`src/rtl/branch_operand_hazard_unit.sv`:
```
// Decode-stage hazard detection and operand forwarding for the branch
// comparator. A shadow pipeline of {dest reg, Tnew} entries for E/M/W is
// kept locally and compared against the D-stage sources each cycle.
module branch_operand_hazard_unit #(
  parameter int unsigned DW = 32
) (
  input  logic          clk,
  input  logic          reset,
  input  logic [4:0]    d_rs,
  input  logic [4:0]    d_rt,
  input  logic [1:0]    d_tuse_rs,
  input  logic [1:0]    d_tuse_rt,
  input  logic [4:0]    d_wa,
  input  logic [1:0]    d_tnew,
  input  logic [DW-1:0] grf_rd1,
  input  logic [DW-1:0] grf_rd2,
  input  logic [DW-1:0] e_fwd_data,
  input  logic [DW-1:0] m_fwd_data,
  input  logic [DW-1:0] w_fwd_data,
  output logic          stall,
  output logic [DW-1:0] cmp1,
  output logic [DW-1:0] cmp2
);

  logic [4:0] e_wa_q, e_wa_d, m_wa_q, m_wa_d, w_wa_q, w_wa_d;
  logic [1:0] e_tnew_q, e_tnew_d, m_tnew_q, m_tnew_d, w_tnew_q, w_tnew_d;

  logic          rs_hit, rt_hit;
  logic [1:0]    rs_tnew, rt_tnew;
  logic [DW-1:0] rs_fwd, rt_fwd;
  logic          rs_haz, rt_haz;

  function automatic logic [1:0] dec_sat(input logic [1:0] x);
    return (x == 2'd0) ? 2'd0 : x - 2'd1;
  endfunction

  // Resolve the youngest matching in-flight producer for rs (E > M > W)
  always_comb begin
    rs_hit  = 1'b0;
    rs_tnew = '0;
    rs_fwd  = grf_rd1;
    if (d_rs != 5'd0) begin
      if (d_rs == e_wa_q) begin
        rs_hit  = 1'b1;
        rs_tnew = e_tnew_q;
        rs_fwd  = e_fwd_data;
      end else if (d_rs == m_wa_q) begin
        rs_hit  = 1'b1;
        rs_tnew = m_tnew_q;
        rs_fwd  = m_fwd_data;
      end else if (d_rs == w_wa_q) begin
        rs_hit  = 1'b1;
        rs_tnew = w_tnew_q;
        rs_fwd  = w_fwd_data;
      end
    end
  end

  // Resolve the youngest matching in-flight producer for rt (E > M > W)
  always_comb begin
    rt_hit  = 1'b0;
    rt_tnew = '0;
    rt_fwd  = grf_rd2;
    if (d_rt != 5'd0) begin
      if (d_rt == e_wa_q) begin
        rt_hit  = 1'b1;
        rt_tnew = e_tnew_q;
        rt_fwd  = e_fwd_data;
      end else if (d_rt == m_wa_q) begin
        rt_hit  = 1'b1;
        rt_tnew = m_tnew_q;
        rt_fwd  = m_fwd_data;
      end else if (d_rt == w_wa_q) begin
        rt_hit  = 1'b1;
        rt_tnew = w_tnew_q;
        rt_fwd  = w_fwd_data;
      end
    end
  end

  // Stall when the winning producer is not ready by the consumer's use
  // cycle; forward only once the winner's result is already available.
  always_comb begin
    rs_haz = rs_hit && (rs_tnew > d_tuse_rs);
    rt_haz = rt_hit && (rt_tnew > d_tuse_rt);
    stall  = rs_haz || rt_haz;
    cmp1   = (rs_hit && (rs_tnew == 2'd0)) ? rs_fwd : grf_rd1;
    cmp2   = (rt_hit && (rt_tnew == 2'd0)) ? rt_fwd : grf_rd2;
  end

  // Shadow pipeline advance; a stall injects a bubble into E only
  always_comb begin
    e_wa_d   = stall ? 5'd0 : d_wa;
    e_tnew_d = stall ? 2'd0 : d_tnew;
    m_wa_d   = e_wa_q;
    m_tnew_d = dec_sat(e_tnew_q);
    w_wa_d   = m_wa_q;
    w_tnew_d = dec_sat(m_tnew_q);
  end

  // Shadow pipeline registers
  always_ff @(posedge clk or posedge reset) begin
    if (reset) begin
      e_wa_q   <= '0;
      e_tnew_q <= '0;
      m_wa_q   <= '0;
      m_tnew_q <= '0;
      w_wa_q   <= '0;
      w_tnew_q <= '0;
    end else begin
      e_wa_q   <= e_wa_d;
      e_tnew_q <= e_tnew_d;
      m_wa_q   <= m_wa_d;
      m_tnew_q <= m_tnew_d;
      w_wa_q   <= w_wa_d;
      w_tnew_q <= w_tnew_d;
    end
  end

endmodule

```
`config.mk`:
```
export PLATFORM = sky130hd
export DESIGN_NAME = branch_operand_hazard_unit
export DESIGN_NICKNAME = d
export VERILOG_FILES = /design/src/rtl/branch_operand_hazard_unit.sv
export SDC_FILE = /design/constraint.sdc
export NUM_CORES = 1
export LEC_CHECK = 0
export ABC_AREA = 1
export CAP_MARGIN = 20
export CORE_ASPECT_RATIO = 0.8
export CORE_UTILIZATION = 42
export CTS_BUF_LIST = sky130_fd_sc_hd__clkbuf_4
export DETAILED_ROUTE_END_ITERATION = 6
export GPL_ROUTABILITY_DRIVEN = 0
export GPL_TIMING_DRIVEN = 0
export PLACE_DENSITY_LB_ADDON = 0.08
export SLEW_MARGIN = 0
export SYNTH_ARGS = -nofsm -noshare
export SYNTH_HDL_FRONTEND = slang
export SYNTH_SLANG_ARGS = --single-unit
```
`constraint.sdc`:
```
create_clock -name clk -period 2.92 [get_ports clk]
set_input_delay 0.438 -clock clk [delete_from_list [all_inputs] [get_ports clk]]
set_output_delay 0.438 -clock clk [all_outputs]
set_load 0.02 [all_outputs]
```
# Yosys cells after proc, flatten, opt, wreduce, memory -nomap -nowiden
# Index checks and enable logic that the tools add are counted.
# word_totals
register_bits	21
out_inout_bits	65
# classes
n_addsub	2
magnitude_cmp	2
eq_ne	6
mux	30
reduce_logical	11
# op_table
op	count
two-way mux 32 bit	10
equality test 5 bit	6
two-way mux 2 bit	11
nonzero test 5 bit	2
logical NOT 2 bit	4
two-way mux 1 bit	8
two-way mux 5 bit	1
> comparator 2 bit	2
logical AND 1 bit	4
subtractor 2 x 1 -> 2 bit (second input constant)	2
logical OR 1 bit	1

# Depth between registers and ports, before layout
# Gate-level depths: netlist of run 1.
# logic_depth
depth_word	9
ltp_mapped	18
ltp_nobuf	16

# Worst setup path after synthesis of run 1
# Ideal clock, no wire load.
# synth_timing
kind	input port to output port
startpoint	input port d_rs[0]
endpoint	output port stall
t_arrival_ns	2.226
required_ns	2.482
path_slack_ns	0.256
cell_stages	17
path_buffers	2
cell_sequence	inv_1 > nand2_1 > nand2_1 > nor2_1 > nand3_1 > buf_2 > nand3_2 > nand2_2 > inv_2 > nand2_2 > buf_2 > inv_1 > ha_1 > inv_1 > o21bai_1 > nand3_1 > nand2_1
# synth_between
elab_chain_len	8
elab_cells_between_ends	15
# synth_rtl
element	line_no	source
start: declaration	9	input logic [4:0] d_rs,
equality test 5 bit	51	end else if (d_rs == w_wa_q) begin
two-way mux 2 bit	51	
two-way mux 2 bit	47	end else if (d_rs == m_wa_q) begin
two-way mux 2 bit	43	if (d_rs == e_wa_q) begin
two-way mux 2 bit	42	if (d_rs != 5'd0) begin
> comparator 2 bit	84	rs_haz = rs_hit && (rs_tnew > d_tuse_rs);
logical AND 1 bit *	84	
logical OR 1 bit *	86	stall = rs_haz || rt_haz;
end: declaration	20	output logic stall,
# Mark *: on every way between the ends. The rest lies on a longest branch, timed or not.

# Worst setup path after layout of run 1
# layout_timing
startpoint	input port d_rs[2]
endpoint	output port stall
# Same word-level chain as after synthesis.

==> results summary, run 1 <==
The run finished, with violations left. The final reports fail on setup timing. The initial antenna violation count was 1. The data required time of the worst path is 2480 ps. The tree is rooted in a clkbuf_4.

The floorplan step set the die height to 97.9 µm. The class of the most critical hold timing path is reg -> reg. Summed over all layers, the global routing overflow is 0. The number of maximum-capacitance constraint violations came out at 0. The simple-gate area share of the yosys netlist came out at 61.7%. The number of buffers between clock root and the deepest sink came out at 2.

The end of the worst hold path is m_wa_q[2]$_DFF_PP0_. Counting flops and latches in the post-synthesis netlist gives 21. The placeable core region came out at 0.0110 mm².

The maximum level of the CTS H-tree came out at 1. The worst register-to-register path ends at e_wa_q[1]$_DFF_PP0_. The synthesized design devotes to its leading area cell type 40.6% of total area. For this design the ratio of total power to cell area is 244 mW/mm². Using the TritonRoute via totals, the vias-per-cell ratio works out to 5.03. When the netlist entered floorplanning its net count stood at 1206. The detailed-route wire length per cell came out at 14.2 µm. Yosys mapped the design onto 23 distinct sky130hd cell types. The net count of the finished layout is 1474. The top-level I/O count came out at 248. The area added between synthesis and finish is 57.1%.

The antenna diode count came out at 0. The number of hold-slack violations in the final timing report came out at 0. The first TritonRoute pass finished after 5 iterations.

The final routed wirelength across all metal layers came out at 20300 µm. Summing the areas of all xor and xnor instances in the mapped netlist gives 1.09% of the synthesized area. The post-synthesis instance area is 0.00483 mm². The number of setup violations in the final report came out at 1. The synthesized-area fraction occupied by ao, oa, aoi and oai cells is 7.49%. The launching instance or port of the critical path is d_rs[2]. The slew of the pin with the lowest slew margin is 750 ps.

The number of cells on the worst reg-to-reg path is 17. The clock drives 21 sinks. The initial utilization of the core area, before any placement, comes to 43.8%. The via count of the first global-routing pass came out at 6570.

The HPWL reported at the end of detailed placement came out at 15100 µm. The number of clock buffers inserted by TritonCTS is 3. The number of hold buffers added after CTS was 0. Setup repair after global routing could not meet its margin everywhere. The startpoint identified for the worst hold timing path is e_wa_q[2]$_DFF_PP0_. The clock latency on the worst-skew pair is 300 ps. The startpoint identified for the worst register-to-register timing path is e_wa_q[4]$_DFF_PP0_.

The worst setup path is captured at an output port. In the post-synthesis netlist, the biggest area contributors are nand2_1 41%, nand3_1 15%, dfrtp_1 11%. The pin count of the biggest net entering global routing came out at 22. The critical path data arrival time is 2530 ps. The total via count in the routed design is 7189. The initialized floorplan defines 34 standard-cell rows. The fraction of final layout cells with drive strength greater than 1 came out at 13.9%. The cell type with the largest total area after synthesis is nand2_1.

The peak supply drop is 0.000253 V. The final critical-path share of the clock period is 102%. In the synthesized netlist, the number of instances is 1019. TritonCTS built the clock tree.

The total DRC errors in the routed layout came out at 0. Of all nets on the critical path, the largest fanout is 7. For this design the static power due to leakage is 0.00445 µW. Measured against its own limit, the worst slew margin works out to 49.9%.

The average instance area after synthesis came out at 4.74 µm². In this run, the number of DRC markers left after iteration 0 of detailed routing was 619. The setup path with the least slack is of type in -> out. The die covers 0.0119 mm². After Yosys synthesis, full adders, half adders and majority gates account for 1.04% of the synthesized area. The worst setup slack for register-to-register paths came out at 530 ps. The count of nets left with antenna violations once routing finished came out at 0.

Setup slack on the critical path of the routed design comes to -51.8 ps. After clock tree synthesis, the clock-pin slew on the worst setup and hold paths is 100 ps. The first global-routing pass estimated 31800 µm of wire. The minimum period implied by the final worst setup slack came out at 2970 ps. The number of buffers added on ports came out at 247. The width of the die came out at 122 µm. The largest family of logic cells by synthesized area is simple AND/OR/NAND/NOR gates.

The highest clock rate is 0.336 GHz. The worst setup path is launched from an input pin. The fraction of synthesized area in multiplexers came out at 0%.

The number of cells on the worst hold path came out at 0. The final core utilization came out at 68.8%. The share of the yosys chip area belonging to registers came out at 10.9%. The Yosys warning count came out at 0.

The count of final max-slew check failures is 0. The setup total negative slack is -51.8 ps. The final clock skew came out at 9.96 ps. In the global route stage, overall resource usage came out at 33.1%.
[cells by family (layout without fill, tap and decap cells)]
| group | after synthesis | in the layout |
|---|---|---|
| fa+ha+maj | 4 | 4 |
| buf+inv | 203 | 470 |
| compound gates | 71 | 71 |
| xor+xnor | 6 | 6 |
| simple gates | 714 | 714 |
| flops | 21 | 21 |
[power by group]
part	internal [µW]	leakage (µW)	switching, µW
Sequential	314	0.000250	25.1
Combinational	583	0.00418	788
Clock	62.5	0.0000184	81.3
Total	959	0.00445	894
[cell usage after synthesis]
library cell and count:
nand3_2 6, o21ai_0 68, buf_1 2, inv_2 8, nand2_2 3, ha_1 4, nor2_2 1, nand3_1 146
xnor2_1 6, nor2_4 2, nand3_4 1, a31oi_1 1, buf_6 7, dfrtp_1 21, nor2_8 1, nor3_1 2
buf_2 34, o21bai_1 2, inv_1 137, nand2_4 3, clkbuf_1 15, nand2_1 522, nor2_1 27
[layer usage]
layer | vias to the layer above | GRT usage, % | share of wire (%)
met5 | - | 0 | 0
met4 | 0 | 9.21 | 2.2
met3 | 38 | 4.67 | 10
met2 | 363 | 55.4 | 45
met1 | 3151 | 44.0 | 42
li1 | 3637 | - | -
[worst max path at each step]
stage | endpoint | depth (start not counted)
after detailed placement | stall | 18
after floorplan | stall | 17
after global routing | stall | 17
after CTS | stall | 17
after global placement | stall | 18
final | stall | 18
[cells in the final DEF (no fill, tap or decap), types with 4 or more instances in the layout]
| cell | n |
|---|---|
| inv_2 | 7 |
| inv_4 | 4 |
| clkdlybuf4s50_1 | 172 |
| nand2_4 | 5 |
| dfrtp_1 | 18 |
| nor2_4 | 4 |
| xnor2_1 | 5 |
| nand3_2 | 12 |
| clkbuf_4 | 17 |
| nor2_2 | 5 |
| nand3_1 | 140 |
| dlygate4sd2_1 | 14 |
| nor2_1 | 21 |
| buf_2 | 15 |
| clkbuf_2 | 58 |
| nand2_1 | 521 |
| inv_1 | 133 |
| buf_6 | 10 |
| o21ai_0 | 65 |
| clkdlybuf4s15_1 | 7 |
| buf_4 | 28 |
[what timing repair did]
action,4_1_cts,5_1_grt
pin swaps,12,10
buffers inserted,11,5
cloned,1,0
resized for setup,138,154
endpoints found under the setup margin,72,65
[state kept, by name, summed over array words and instances (netlist names)]
name	flops
e_tnew_q	2
e_wa_q	5
w_wa_q	5
m_tnew_q	2
w_tnew_q	2
m_wa_q	5
[worst max-delay path: stages]
cell,delay [ps]
clkdlybuf4s15_1,260
inv_2,70
nand2_1,60
nand2_1,60
nor2_2,140
nand3_2,140
buf_6,170
nand3_2,80
nand3_2,110
nand2_4,110
buf_8,120
inv_4,30
ha_4,250
inv_2,30
o21bai_1,120
nand3_1,130
nand2_4,100
buf_6,110
[stage by stage]
stage	std cells	total power (µW)	instance area (µm²)	worst slack, ps	hold WS [ps]
floorplan	1019	1070	4830	256	395
global placement	1410	1740	7480	-1310	406
detailed placement	1410	1750	7480	-1340	412
CTS	1426	1840	7650	-4.79	435
global route	1430	2010	7580	-175	454
finish	1430	1850	7580	-51.8	432
[area by class of cell]
type	instances	area (µm²)
Multi-Input combinational cell	795	3530
Fill cell	1097	3430
Timing Repair Buffer	264	2320
Inverter	145	558
Sequential cell	21	529
Buffer	57	433
Tap cell	144	180
Clock buffer	4	30.0
(Power assumes the default switching activity.)
==> run 2: changes to the inputs <==
MAX_ROUTING_LAYER = met4   (was unset)
==> run 2 against run 1 <==
Compared with the run above: the run still ends with setup timing left; setup slack got worse by 2.9 ps; final cell count about the same; via count increased by 0.18%; die area unchanged; first-iteration DRC count increased by 20%; worst hold slack about the same; register-to-register slack about the same.
==> results summary, run 2 (synthesis gave the netlist of run 1 again) <==
The number of clock buffers inserted by TritonCTS came out at 3 (unchanged). The library cell appearing most often on the critical path is nand3_2. The number of maximum-capacitance constraint violations is 0 (unchanged). The startpoint identified for the worst register-to-register timing path is e_wa_q[0]$_DFF_PP0_. The area taken by multi-input logic gates is 0.00353 mm² (unchanged). The maximum level of the CTS H-tree is 1 (unchanged). The critical path data arrival time came out at 2540 ps (about the same). The highest clock rate came out at 0.336 GHz (about the same). Leaving out fill and tap cells, the most frequent cell in the layout is nand2_1. The worst hold path terminates at m_wa_q[2]$_DFF_PP0_. The number of cells on the worst hold path came out at 0 (unchanged).

The global-route congestion overflow total came out at 0 (unchanged). The largest fanout on the critical path came to 7 (unchanged). The number of setup violations in the final report is 1 (unchanged). The width of the die came to 122 µm (unchanged).

The area of all placed cells without fillers is 0.00758 mm² (about the same). The count of hold buffers inserted by post-cts repair was 0 (unchanged). The net total in the final layout came out at 1474 (unchanged). The initial antenna violation count is 1 (unchanged). The root buffer cell chosen for the clock tree is clkbuf_4. TritonCTS built the clock tree. The number of hold-slack violations in the final timing report was 0 (unchanged).

The max-slew headroom at the worst pin came out at 49.8% (-0.13 points). The worst setup slack for register-to-register paths is 520 ps (about the same). The post-route total power is 1850 µW (about the same).

The pin count of the biggest net entering global routing came to 22 (unchanged). The cell area after placement came out at 0.00748 mm² (unchanged). The total via count in the routed design is 7202 (+0.18%). The count of final max-slew check failures came out at 0 (unchanged). The number of buffers added on ports came to 247 (unchanged).

The number of placement rows is 34 (unchanged). The data required time of the worst path is 2480 ps (about the same). Among all stages on the critical path, the largest delay is contributed by clkdlybuf4s15_1.

The logic depth of the worst register-to-register path was 18 (+1). The mean number of vias per cell is 5.03 (+0.11%). The via count of the first global-routing pass is 6572 (+0.030%).

The die area came out at 0.0119 mm² (unchanged). The first-pass iteration count of the detailed router is 5 (unchanged). The final critical-path share of the clock period came out at 102% (about the same).

The peak supply drop is 0.000254 V (+0.30%). The final critical-path setup slack was -54.7 ps (-2.88 ps). The combined global-route utilization of all metal layers came to 34.2% (+1.0 points). The critical path goes through clkdlybuf4s15_1 > inv_2 > nand2_1 > nand2_1 > nor2_2 > nand3_2 > buf_6 > nand3_2 > nand3_2 > nand2_4 > buf_8 > inv_4 > ha_4 > inv_2 > o21bai_1 > nand3_1 > nand2_4 > buf_6. Setup repair after global routing could not meet its margin everywhere. The top-level I/O count is 248 (unchanged). The number of violations reported at the end of detailed-routing iteration 0 came out at 743 (+20%). The class of the most critical hold timing path is reg -> reg.

The final routed wirelength across all metal layers came to 20300 µm (-0.41%). The initial core utilization is 43.8% (unchanged). The areal power density over the cells came out at 244 mW/mm² (about the same). The fraction of final layout cells with drive strength greater than 1 is 14.0% (+0.078 points). The number of buffers between clock root and the deepest sink is 2 (unchanged). The TritonCTS sink count is 21 (unchanged).

In the layout the commonest cells are 521 x nand2_1, 172 x clkdlybuf4s50_1, 140 x nand3_1. The flow ran to the end, but the final reports show violations. In this run the most critical hold path is launched from e_wa_q[2]$_DFF_PP0_.

The detailed-route wire length per cell was 14.2 µm (-0.48%). The storage element area came to 529 µm² (unchanged). The final clock skew is 9.35 ps (-0.608 ps). The number of inserted filler cells in the final layout came out at 1096 (-0.091%). The endpoint of the worst-slack reg-to-reg timing path is e_wa_q[1]$_DFF_PP0_. The worst slack after detailed placement is -1340 ps (unchanged).

The wire length of the first global-routing pass is 31800 µm (about the same). The minimum period implied by the final worst setup slack is 2970 ps (+2.88 ps). The placeable core region is 0.0110 mm² (unchanged). The HPWL reported at the end of detailed placement is 15100 µm (unchanged). The clock latency on the worst-skew pair is 300 ps (about the same). The critical path in this run is classified as in -> out.

The endpoint kind of the worst setup timing path is an output port. The final reports fail on setup timing. In this run the worst setup path begins at d_rs[2]. The clock slew seen by the registers of the worst setup and hold paths came out at 100 ps (about the same). The static power due to leakage came out at 0.00445 µW (about the same).

The largest registers in the layout are e_wa_q x5, m_wa_q x5, w_wa_q x5. The area added between synthesis and finish came out at 57.1% (about the same). The number of antenna-violating nets in the routed design is 0 (unchanged). The slew of the pin with the lowest slew margin is 752 ps (+1.89 ps). The height of the die is 97.9 µm (unchanged). The worst setup path is launched from an input pin. The peak per-stage delay on the critical path came to 260 ps (about the same). The total DRC errors in the routed layout came to 0 (unchanged).
[run 2: cell count changes in the layout (fill, tap and decap cells not counted), sizes merged]
| cell | previous run | this run |
|---|---|---|
| buf | 55 | 56 |
| diode | 0 | 1 |
| dlygate4sd2 | 14 | 13 |
[run 2: how the worst max path moves through the flow]
stage / end / slack [ps] / cells past startpoint
6_report: stall / -50 / 18
2_1_floorplan: stall / 260 / 17
5_1_grt: stall / -180 / 17
4_1_cts: stall / -5 / 17
3_3_place_gp: stall / -1310 / 18
3_5_place_dp: stall / -1340 / 18
[run 2: final cells by class]
type,instances,share of cell area [%]
Clock buffer,4,0.396
Sequential cell,21,6.98
Antenna cell,1,0.0330
Multi-Input combinational cell,795,46.6
Inverter,145,7.36
Buffer,57,5.71
Timing Repair Buffer,264,30.6
Tap cell,144,2.38
[run 2: report_power, final]
part	internal, µW	leakage [µW]	switching (µW)
sequential	314	0.000250	25.2
combinational	582	0.00418	787
clock	62.5	0.0000184	81.6
[run 2: worst max-delay path: cells and delay by family]
family / cells / cell delay, ps
and+or+nand+nor: 9 / 930
adders and majority gates: 1 / 250
AOI/OAI and AO/OA: 1 / 120
buffers and inverters: 7 / 790
[run 2: layer usage]
layer  global-route usage (%)  up-vias  routed length, µm
li1                         -     3643                  -
met1                     44.5     3132               8570
met2                     55.3      388               9130
met3                     4.15       39               2080
met4                     9.21        0                474
met5                        -        -                  0
[run 2: repair_timing]
action / CTS / global route
endpoints found under the setup margin: 72 / 65
gates resized for setup: 138 / 157
cloned: 1 / 0
pin swaps: 12 / 10
buffers inserted: 11 / 5
[run 2: through the flow]
step / util (%) / TNS, ps / std cells / hold WS (ps)
floorplan: - / 0 / 1019 / 395
global placement: 67.9 / -44840 / 1410 / 406
detailed placement: 67.9 / -46720 / 1410 / 412
CTS: 69.4 / -4.79 / 1426 / 435
global route: 68.8 / -1730 / 1431 / 454
finish: 68.8 / -54.7 / 1431 / 432
